--- src/rtl/viterbi_dec_if.sv ---
// Symbol/control bundle for the Viterbi decoder.
// master: symbol source and mask/clear control; slave: the decoder.
interface viterbi_dec_if #(
  parameter int N = 4
);
  logic [1:0]   load_mask;
  logic [N-1:0] mask;
  logic         clear;
  logic [1:0]   sym_in;
  logic         sym_valid;
  logic         data_out;
  logic         out_valid;

  modport master (
    output load_mask, mask, clear,
    output sym_in, sym_valid,
    input  data_out, out_valid
  );

  modport slave (
    input  load_mask, mask, clear,
    input  sym_in, sym_valid,
    output data_out, out_valid
  );
endinterface

--- src/rtl/viterbi_dec.sv ---
// Hard-decision rate-1/2 Viterbi decoder, register-exchange survivors.
// Ports: clk, reset (async high), bus (slave: masks, clear, symbols, decoded bit).
module viterbi_dec #(
  parameter int           N          = 4,
  parameter int           DEPTH      = 16,
  parameter int           PMW        = 8,
  parameter logic [N-1:0] MASK0_INIT = N'(4'b1111),
  parameter logic [N-1:0] MASK1_INIT = N'(4'b1011)
) (
  input logic         clk,
  input logic         reset,
  viterbi_dec_if.slave bus
);

  localparam int NS = 1 << (N - 1);
  localparam int FW = $clog2(DEPTH + 1);
  localparam logic [FW-1:0] FULL = FW'(DEPTH);
  // Non-zero states start far behind: the encoder begins in state 0.
  localparam logic [PMW-1:0] PM_INIT =
    {2'b01, {(PMW - 2){1'b0}}};

  logic [N-1:0]     mask0;
  logic [N-1:0]     mask1;
  logic [PMW-1:0]   pm       [NS];
  logic [DEPTH-1:0] surv     [NS];
  logic [FW-1:0]    fill;
  logic             data_q;
  logic             valid_q;

  logic [PMW-1:0]   pm_acs   [NS];
  logic [PMW-1:0]   pm_nxt   [NS];
  logic [DEPTH-1:0] surv_nxt [NS];
  logic [FW-1:0]    fill_nxt;
  logic             all_msb;
  logic [N-2:0]     best;
  logic [PMW-1:0]   best_pm;
  logic [PMW-1:0]   best_df;

  assign bus.data_out  = data_q;
  assign bus.out_valid = valid_q;

  function automatic logic [1:0] hamm(
    input logic [1:0] a,
    input logic [1:0] b
  );
    logic [1:0] d;
    d = a ^ b;
    return {1'b0, d[1]} + {1'b0, d[0]};
  endfunction

  always_comb begin
    all_msb = 1'b1;
    for (int t = 0; t < NS; t++) begin : acs
      logic [N-2:0]   tt;
      logic [N-2:0]   s0;
      logic [N-2:0]   s1;
      logic [N-1:0]   r0;
      logic [N-1:0]   r1;
      logic [1:0]     e0;
      logic [1:0]     e1;
      logic [PMW-1:0] c0;
      logic [PMW-1:0] c1;
      logic [PMW-1:0] df;
      logic           sel;
      tt  = (N - 1)'(t);
      s0  = {tt[N-3:0], 1'b0};
      s1  = {tt[N-3:0], 1'b1};
      r0  = {tt[N-2], s0};
      r1  = {tt[N-2], s1};
      e0  = {^(mask1 & r0), ^(mask0 & r0)};
      e1  = {^(mask1 & r1), ^(mask0 & r1)};
      c0  = pm[s0] + PMW'(hamm(bus.sym_in, e0));
      c1  = pm[s1] + PMW'(hamm(bus.sym_in, e1));
      // Modular compare: c1 < c0 iff the wrapped difference is negative.
      df  = c1 - c0;
      sel = df[PMW-1];
      pm_acs[t] = sel ? c1 : c0;
      surv_nxt[t] = sel ?
        {surv[s1][DEPTH-2:0], tt[N-2]} :
        {surv[s0][DEPTH-2:0], tt[N-2]};
      all_msb = all_msb & pm_acs[t][PMW-1];
    end

    for (int t = 0; t < NS; t++) begin
      pm_nxt[t] = pm_acs[t];
      if (all_msb) pm_nxt[t][PMW-1] = 1'b0;
    end

    best    = '0;
    best_pm = pm_nxt[0];
    best_df = '0;
    for (int t = 1; t < NS; t++) begin
      best_df = pm_nxt[t] - best_pm;
      if (best_df[PMW-1]) begin
        best    = (N - 1)'(t);
        best_pm = pm_nxt[t];
      end
    end

    fill_nxt = (fill == FULL) ? fill : fill + 1'b1;
  end

  always_ff @(posedge clk or posedge reset) begin
    if (reset) begin
      mask0   <= MASK0_INIT;
      mask1   <= MASK1_INIT;
      for (int i = 0; i < NS; i++) begin
        pm[i]   <= (i == 0) ? '0 : PM_INIT;
        surv[i] <= '0;
      end
      fill    <= '0;
      data_q  <= 1'b0;
      valid_q <= 1'b0;
    end else begin
      if (bus.load_mask[0]) mask0 <= bus.mask;
      if (bus.load_mask[1]) mask1 <= bus.mask;
      if (bus.clear) begin
        for (int i = 0; i < NS; i++) begin
          pm[i]   <= (i == 0) ? '0 : PM_INIT;
          surv[i] <= '0;
        end
        fill    <= '0;
        data_q  <= 1'b0;
        valid_q <= 1'b0;
      end else if (bus.sym_valid) begin
        for (int i = 0; i < NS; i++) begin
          pm[i]   <= pm_nxt[i];
          surv[i] <= surv_nxt[i];
        end
        fill    <= fill_nxt;
        data_q  <= surv_nxt[best][DEPTH-1];
        valid_q <= (fill_nxt == FULL);
      end else begin
        valid_q <= 1'b0;
      end
    end
  end

endmodule

--- src/flat_wrapper.sv ---
// flat-port wrapper written by rule: the top's interface ports become plain ports
module viterbi_dec_flat 
#(
  parameter int           N          = 4,
  parameter int           DEPTH      = 16,
  parameter int           PMW        = 8,
  parameter logic [N-1:0] MASK0_INIT = N'(4'b1111),
  parameter logic [N-1:0] MASK1_INIT = N'(4'b1011)
)
  (clk, reset, bus_load_mask, bus_mask, bus_clear, bus_sym_in, bus_sym_valid, bus_data_out, bus_out_valid);
  viterbi_dec_if #(.N(N)) bus_i ();
  input logic clk;
  input logic reset;
  input wire logic [$bits(bus_i.load_mask)-1:0] bus_load_mask;
  input wire logic [$bits(bus_i.mask)-1:0] bus_mask;
  input wire logic [$bits(bus_i.clear)-1:0] bus_clear;
  input wire logic [$bits(bus_i.sym_in)-1:0] bus_sym_in;
  input wire logic [$bits(bus_i.sym_valid)-1:0] bus_sym_valid;
  output wire logic [$bits(bus_i.data_out)-1:0] bus_data_out;
  output wire logic [$bits(bus_i.out_valid)-1:0] bus_out_valid;
  assign bus_i.load_mask = bus_load_mask;
  assign bus_i.mask = bus_mask;
  assign bus_i.clear = bus_clear;
  assign bus_i.sym_in = bus_sym_in;
  assign bus_i.sym_valid = bus_sym_valid;
  assign bus_data_out = bus_i.data_out;
  assign bus_out_valid = bus_i.out_valid;
  viterbi_dec #(.N(N), .DEPTH(DEPTH), .PMW(PMW), .MASK0_INIT(MASK0_INIT), .MASK1_INIT(MASK1_INIT)) u_core (.clk(clk), .reset(reset), .bus(bus_i));
endmodule
--- config.mk ---
export PLATFORM = sky130hd
export DESIGN_NAME = viterbi_dec_flat
export DESIGN_NICKNAME = d
export VERILOG_FILES = /design/src/rtl/viterbi_dec_if.sv /design/src/rtl/viterbi_dec.sv /design/src/flat_wrapper.sv
export SDC_FILE = /design/constraint.sdc
export NUM_CORES = 1
export LEC_CHECK = 0
export CAP_MARGIN = 5
export CELL_PAD_IN_SITES_DETAIL_PLACEMENT = 1
export CELL_PAD_IN_SITES_GLOBAL_PLACEMENT = 2
export CORE_MARGIN = 8
export CORE_UTILIZATION = 41
export CTS_CLUSTER_SIZE = 20
export DETAILED_ROUTE_END_ITERATION = 10
export PLACE_DENSITY_LB_ADDON = 0.12
export SLEW_MARGIN = 10
export SYNTH_ARGS = -nofsm -noshare
export SYNTH_HDL_FRONTEND = slang
export SYNTH_SLANG_ARGS = --single-unit
--- constraint.sdc ---
create_clock -name clk -period 21 [get_ports clk]
set_clock_uncertainty 0.1 [all_clocks]
set_input_delay 3.15 -clock clk [delete_from_list [all_inputs] [get_ports clk]]
set_output_delay 3.15 -clock clk [all_outputs]
set_load 0.01 [all_outputs]
Word-level counts from Yosys, hierarchy flattened
Cells that the tools add are included.
Operators by class
  $add $sub $neg: 48
  multipliers: 0
  divide/modulo/power cells: 0
  order comparisons: 1
  equal/unequal tests: 2
  shift-type cells: 0
  muxes and demuxes: 51
  bitwise gates (word level): 23
  reductions and logical operators: 31
Operators by type and width (number)
  $mux 127: 2
  $mux 16: 10
  $add 8x2->8: 16
  $mux 64: 2
  $reduce_xor 4->1: 30
  $sub 8x8->8: 15
  $mux 8: 14
  $bmux 16 s3: 1
  $add 1x1->2: 16
  $xor 2x2->2: 15
  $mux 3: 6
  $mux 5: 3
  $mux 1: 13
  $eq 5x5->1 const B: 2
  $and 1x1->1: 7
  $add 5x1->5 const B: 1
  $ge 4x4->1 const B: 1
  $not 3->4: 1
  $reduce_bool 2->1: 1
Storage, ports and cells
  flip-flop bits (word level): 199
  bits in latches: 0
  bits in writable memories: 0
  bits in read-only memories: 0
  bits of input ports: 12
  word-level logic and storage cells: 177
  memories: 0

Logic depth before layout (Yosys ltp)
  word-level depth: 34
  mapped depth: 84
  depth with buffers taken out: 77

Worst setup path before layout
No wires, ideal clock.
  path type: input-to-reg
  start: in bus_sym_in[1]
  end: reg u_core.data_q, in the netlist u_core.bus.data_out
  library setup time: 101 ps
  arrival: 19393 ps
  required time: 20799 ps
  setup slack: 1406 ps
  stages: 83
  cells stage by stage: clkbuf_1 -> xor2_1 -> xnor2_1 -> inv_1 -> fa_1 -> ha_1 -> nand3_1 -> xnor2_1 -> ha_1 -> a21o_1 -> a211o_1 -> a41o_1 -> nand2_1 -> xor2_1 -> buf_2 -> nor2_1 -> a21oi_1 -> ha_1 -> (+47 left out) -> a21o_1 -> a21o_1 -> a21o_1 -> a211oi_1 -> nor2_1 -> or2_2 -> o22ai_1 -> clkbuf_1 -> nor2_1 -> a21oi_1 -> ha_1 -> a21o_1 -> a21o_1 -> a221o_1 -> a31oi_1 -> xor2_1 -> nor4_1 -> nor4_1
On the way
  longest elaborated chain between the ends: 33
  elaborated cells on any way between the ends: 112
RTL lines
  start: declaration: RTL line flat_wrapper.sv:17  | input wire logic [$bits(bus_i.sym_in)-1:0] bus_sym_in;
  $xor 2x2->2: RTL line viterbi_dec.sv:47  | d = a ^ b;
  $add 1x1->2: RTL line viterbi_dec.sv:48  | return {1'b0, d[1]} + {1'b0, d[0]};
  $add 8x2->8, on equally long branches: RTL line viterbi_dec.sv:73, viterbi_dec.sv:72
  $sub 8x8->8: RTL line viterbi_dec.sv:75  | df = c1 - c0;
  $mux 8: RTL line viterbi_dec.sv:77  | pm_acs[t] = sel ? c1 : c0;
  $and 1x1->1 (7 in a row): RTL line viterbi_dec.sv:81  | all_msb = all_msb & pm_acs[t][PMW-1];
  $mux 1: RTL line viterbi_dec.sv:86  | if (all_msb) pm_nxt[t][PMW-1] = 1'b0;
  $sub 8x8->8: RTL line viterbi_dec.sv:93  | best_df = pm_nxt[t] - best_pm;
  (+10 left out)
  $mux 8: RTL line viterbi_dec.sv:94  | if (best_df[PMW-1]) begin
  $sub 8x8->8: RTL line viterbi_dec.sv:93
  $mux 3: RTL line viterbi_dec.sv:94
  $not 3->4 (implied by the code): RTL line viterbi_dec.sv:131  | data_q <= surv_nxt[best][DEPTH-1];
  $bmux 16 s3 *: RTL line viterbi_dec.sv:131
  $mux 16 (implied by the code) * (2 in a row): RTL line viterbi_dec.sv:131
  $mux 1 *: RTL line viterbi_dec.sv:125  | end else if (bus.sym_valid) begin
  $mux 1 *: RTL line viterbi_dec.sv:117  | if (bus.clear) begin
  end signal: assignment: RTL line viterbi_dec.sv:131
  end: declaration: RTL line viterbi_dec.sv:27  | logic data_q;
Mark *: on every way between the ends. The rest lies on a longest branch, timed or not. The select of a mux whose other input is x is not followed.
A chain may end at the register's enable or synchronous reset.

Final worst setup path
Ends and elaborated chain as after synthesis.

==> flow_summary.toml <==
[timing]
fin_crit_sh = 0.9492
worstMarginPinSlew_ns = 1.075
max_freq_ghz = 0.05017
period_needed_ns = 19.93
setup_violations = 0
hold_violations = 0
finalMaxSlewViolations = 0
setup_tns_ns = 0
relSlewSlack = 0.2760

[synthesis]
netlist_instances = 1680
ys_top_cells_by_area = "dfrtp_1, mux2i_1, ha_1, nor2_1, xnor2_1"
syn_avg_cell_area_um2 = 8.849
synthFlopType = "dfrtp_1"
synth_cell_type_count = 91
netlist_area_um2 = 14870
synth-seq-cells = 178
yosysTopAreaCell = "dfrtp_1"
synth-edff-count = 0
synth_nets = 1801
synth.top_cell.area_share = 0.2760
yosys_warnings = 0
async_flop_share = 1.000
seq_area_frac_synth = 0.3008

[cts]
h-tree-depth = 4
clk_pin_slew_worst_paths_ns = 0.07
root_buffer = "clkbuf_16"
clk_path_buf_depth = 2
clock_latency_ns = 0.47
cts_tree = "built"
ctsHoldBuffers = 0
clock-sinks = 178
numCtsBuffers = 17

[cells_and_area]
drive_gt1_frac = 0.09020
seq_area_um2 = 4472
syn_to_final_growth_pct = 9.207
fin_cells = 2125
fillCellCount = 4164
fin_area_um2 = 16240
multi_input_area_um2 = 9801
layout.nets = 1771

[placement]
placed_area_um2 = 15490
numPortBuffers = 13
dpl.hpwl_um = 34750
place_congestion = 0.9124
dp.cells = 2086

[floorplan]
die_h_um = 206.4
dieArea_um2 = 42610
pin_count = 14
die-width_um = 206.4
design.core.area_um2 = 35660
start_util = 0.4170
std_cell_rows = 69

[setup_path]
crit_path_end_kind = "flop"
slowest_stage = "mux2i_1"
required_ns = 21.20
startpoint_type = "input port"
critical_path_class = "input port to flop"
crit_buf_inv = 5
arrival_ns = 20.13
crit_family = "compound AO/OA/AOI/OAI gates"
crit_top_cell = "ha_1"
crit_fanout = 17
max_stage_delay_ns = 0.51

[outcome]
status = "complete, no violations"

[job]
cap_violations = 0

[global_routing]
grt_pass1_vias = 12350
grt_max_degree = 136
grt_first_pass_wirelength_um = 73330
antenna_found_initial = 0
grt_overflow = 0
grt_use_total = 0.2238

[routing]
first_pass_iters = 6
via_count = 12210
wl_per_cell_um = 21.85
drt_iter0_drc = 722
drtAntennaViolNets = 0
drt_wl_total_um = 46430
route.detailed.drc = 0
drt-vias-per-instance = 5.744

[worst_hold_path]
min_path_type = "flop to flop"
metrics by stage:
stage	utilization	hold slack (ns)	setup slack (ns)
after floorplan	-	0.3660	1.406
after global placement	0.4344	0.3837	0.4302
after detailed placement	0.4344	0.3933	-0.2581
after CTS	0.4530	0.4103	0.1867
after global routing	0.4553	0.4327	-0.009152
final	0.4553	0.3998	1.066
cell type report:
cell class / count / area share
multi-input cells: 1332 / 0.6037
flip-flops and latches: 178 / 0.2754
well taps: 461 / 0.03553
repair buffers: 57 / 0.02905
clock buffers: 18 / 0.02643
inverters: 64 / 0.01526
clock inverters: 14 / 0.01449
diodes: 1 / 0.0001541
registers in the layout (all words and copies together), names as in the netlist:
signal,cells
u_core.surv,99
u_core.bus.out_valid,1
u_core.mask0,4
u_core.pm,64
u_core.mask1,4
u_core.bus.data_out,1
u_core.fill,5
kinds of logic (layout without fill, tap and decap cells):
family | Yosys count | count (layout) | synth area share
simple gates | 534 | 534 | 0.1621
flops | 178 | 178 | 0.3008
mux | 196 | 196 | 0.1358
fa+ha+maj | 111 | 111 | 0.1012
other cells | 0 | 1 | 0
compound gates | 337 | 337 | 0.1627
buf+inv | 170 | 153 | 0.04503
xor+xnor | 154 | 154 | 0.09249
placed cells by master, fill, tap and decap left out, types with 62 or more instances in the layout:
master	synthesis	routed
nor2_1	245	245
mux2i_1	167	167
dfrtp_1	164	164
nand2_1	112	111
ha_1	93	93
a211oi_1	86	85
a21oi_1	75	75
xor2_1	75	74
xnor2_1	77	70
inv_1	63	62
cells in the mapped netlist, types with 9 or more instances:
master,count
a211o_1,11
a211oi_1,86
a21o_1,15
a21oi_1,75
a311oi_1,23
and2_1,11
buf_1,9
buf_2,16
clkbuf_1,78
dfrtp_1,164
dfstp_2,14
fa_1,16
ha_1,93
inv_1,63
mux2_2,22
mux2i_1,167
nand2_1,112
nand2b_1,23
nand3_1,52
nand4_1,15
nor2_1,245
nor2b_1,28
nor3_1,14
o21a_1,14
o21ai_0,42
xnor2_1,77
xor2_1,75
routing by layer:
metal | wire (um) | track usage | vias to the layer above | part of all wire
li1 | - | - | 5914 | -
met1 | 23560 | 0.3188 | 6089 | 0.51
met2 | 20780 | 0.3505 | 155 | 0.45
met3 | 1138 | 0.02915 | 48 | 0.025
met4 | 952 | 0.06271 | 0 | 0.021
met5 | 0 | 0 | - | 0
repair_timing:
action	CTS	global route
gates resized for setup	0	8
endpoints found under the setup margin	0	1
buffers inserted	0	6
worst paths after layout:
kind                                      start             endpoint  slack, ns  cells past startpoint
worst max-delay path              bus_sym_in[1]  u_core.bus.data_out       1.07                     77
worst min-delay path             u_core.surv[0]       u_core.surv[0]       0.40                      2
worst max register to register  u_core.mask1[0]  u_core.bus.data_out       3.44                     76
worst min register to register   u_core.surv[0]       u_core.surv[0]       0.40                      2
max in group asynchronous                 reset      u_core.surv[13]      16.26                      3
min in group asynchronous                 reset        u_core.pm[58]       3.16                      2
worst register-to-register path: cells and delay by family (launching register included):
| family | cells | cell delay, ns |
|---|---|---|
| xor+xnor | 6 | 1.41 |
| flops | 1 | 0.62 |
| mux | 4 | 1.30 |
| buf+inv | 4 | 0.73 |
| fa+ha+maj | 10 | 3.18 |
| simple gates | 21 | 3.70 |
| compound gates | 31 | 6.36 |
Power is not shown: default switching activity piles up to over one toggle a cycle in this logic, so the estimate is an artifact.
==> variant, RTL diff (config.mk and constraints unchanged) <==
`PMW` is set to 8 in 2 places; all go to 9.
--- a/src/rtl/viterbi_dec.sv
+++ b/src/rtl/viterbi_dec.sv
@@ -3,7 +3,7 @@
 module viterbi_dec #(
   parameter int           N          = 4,
   parameter int           DEPTH      = 16,
-  parameter int           PMW        = 8,
+  parameter int           PMW        = 9,
   parameter logic [N-1:0] MASK0_INIT = N'(4'b1111),
   parameter logic [N-1:0] MASK1_INIT = N'(4'b1011)
 ) (
--- a/src/flat_wrapper.sv
+++ b/src/flat_wrapper.sv
@@ -3,7 +3,7 @@
 #(
   parameter int           N          = 4,
   parameter int           DEPTH      = 16,
-  parameter int           PMW        = 8,
+  parameter int           PMW        = 9,
   parameter logic [N-1:0] MASK0_INIT = N'(4'b1111),
   parameter logic [N-1:0] MASK1_INIT = N'(4'b1011)
 )
Formal check against the unedited RTL: no difference found for any inputs over 4 cycles, from zero or initial values and one cycle with reset high; that may be too few to reach the edited logic, so the function may still have changed.
==> variant against the unedited design <==
Final area up 8.6%; register-to-register slack better by 20 ps; sequential cell count increased by 8; worst setup slack worse by 13 ps; final cell count grew 9.9%; global-route usage is 0.16 points higher; area after synthesis up 7.5%; routed wire length grew 8.0%; critical path type unchanged; critical endpoint unchanged; highest routed layer unchanged.
Power is left out: the tool's default activity adds up to more than one toggle a clock period on the data nets, which glitch-free logic cannot reach.
==> variant: results (changes against the unedited design) <==
Critical path:
- The slowest stage of the critical path is the sky130_fd_sc_hd__clkdlybuf4s50_1 cell.
- The top fanout value on the critical path was 13 (-4).
- The maximum cell stage delay along the critical path came to 540 ps (+30 ps).

GRT:
- The global-route track usage on met1 was 0.295 (-0.0241).
- The total routing resource utilization after global routing was 0.225 (+0.00158).
- The via count of the first global-routing pass is 13819 (+12%).
- The met3 usage was 0.0248 (-0.00431).
- The wire length of the first global-routing pass came to 79.6 mm (+8.5%).
- The number of antenna violations at the first check in global routing is 1 (+1).

Routing:
- The via count is 13149 (+7.7%).
- The met1 wire length is 23.6 mm (+0.24%).
- The total iterations of the first detailed-routing run is 4 (-2).
- The routed length on met2 is 23.9 mm (+15%).
- The detail-routed via count per cell is 5.63 (-2.0%).
- The number of design-rule violations left by the first detailed-router iteration was 646 (-11%).

Synth:
- The multiplexer share of the synthesized area is 0.149 (+0.0132).
- The sequential element share of the synthesized area is 0.292 (-0.00850).
- The compound-cell area share of the yosys netlist is 0.142 (-0.0202).
- The portion of synthesized cell area occupied by the leading cell type came to 0.269 (-0.00677).
- The cell count after synthesis is 1818 (+8.2%).
- The synthesized-area fraction occupied by xor and xnor cells was 0.0986 (+0.00614).
- By area the synthesized netlist is led by sky130_fd_sc_hd__dfrtp_1 (27%), sky130_fd_sc_hd__mux2i_1 (13%), sky130_fd_sc_hd__ha_1 (9.2%).

Final layout:
- The net count reported at finish is 1950 (+10%).
- In the final layout, the registers with the most flip-flops are u_core.surv x99, u_core.pm x72, u_core.fill x5.
- The filler cell count is 4511 (+8.3%).
- The fraction of final layout cells with drive strength greater than 1 came to 0.107 (+0.0165).

Placement:
- The placed wire-length estimate is 37.9 mm (+9.2%).
- The pre-CTS worst setup slack is -931 ps (-672 ps).
- The area after detailed placement is 0.0168 sq mm (+8.5%).
- The final weighted congestion in routability-driven placement was 0.892 (-2.2%).

Outcome:
- The flow ran to the end, and the final reports show no timing, DRC or antenna violations.
==> variant: cell count changes after synthesis, moves of 10 or more <==
| cell | change |
|---|---|
| sky130_fd_sc_hd__xnor2_1 | +14 |
| sky130_fd_sc_hd__o21a_1 | -10 |
| sky130_fd_sc_hd__ha_1 | +24 |
| sky130_fd_sc_hd__nand3_1 | +16 |
| sky130_fd_sc_hd__a21oi_1 | +18 |
| sky130_fd_sc_hd__nor2_1 | +54 |
| sky130_fd_sc_hd__nand2_1 | -19 |
| sky130_fd_sc_hd__nor2b_1 | -12 |
| sky130_fd_sc_hd__mux2i_1 | +36 |
| sky130_fd_sc_hd__a311oi_1 | -20 |
| sky130_fd_sc_hd__a211oi_1 | +20 |
==> variant: path summary, 6_finish.rpt <==
| kind | cells after the start | to | slack, ps | start |
|---|---|---|---|---|
| max | 89 | u_core.bus.data_out | 1050 | bus_sym_in[1] |
| min | 2 | u_core.surv[0] | 400 | u_core.surv[0] |
| max reg2reg | 87 | u_core.bus.data_out | 3460 | u_core.mask1[0] |
| min reg2reg | 2 | u_core.surv[0] | 400 | u_core.surv[0] |
| max in group asynchronous | 3 | u_core.surv[11] | 16180 | reset |
| min in group asynchronous | 2 | u_core.pm[65] | 3160 | reset |
==> variant: what timing repair did <==
action                     4_1_cts  5_1_grt
setup endpoints to repair        1        1
pin swaps                        1        5
gates cloned                     0        1
resized for setup                4       30
setup buffers                    3        8
==> variant: final cells by class <==
cell class | instances | area [sq um] | area share
sequential | 186 | 4670 | 0.265
multi-input combinational | 1457 | 10800 | 0.614
tap | 518 | 648 | 0.0368
inverter | 62 | 240 | 0.0136
timing repair buffer | 81 | 647 | 0.0367
clock buffer | 19 | 443 | 0.0251
clock inverter | 13 | 149 | 0.00845
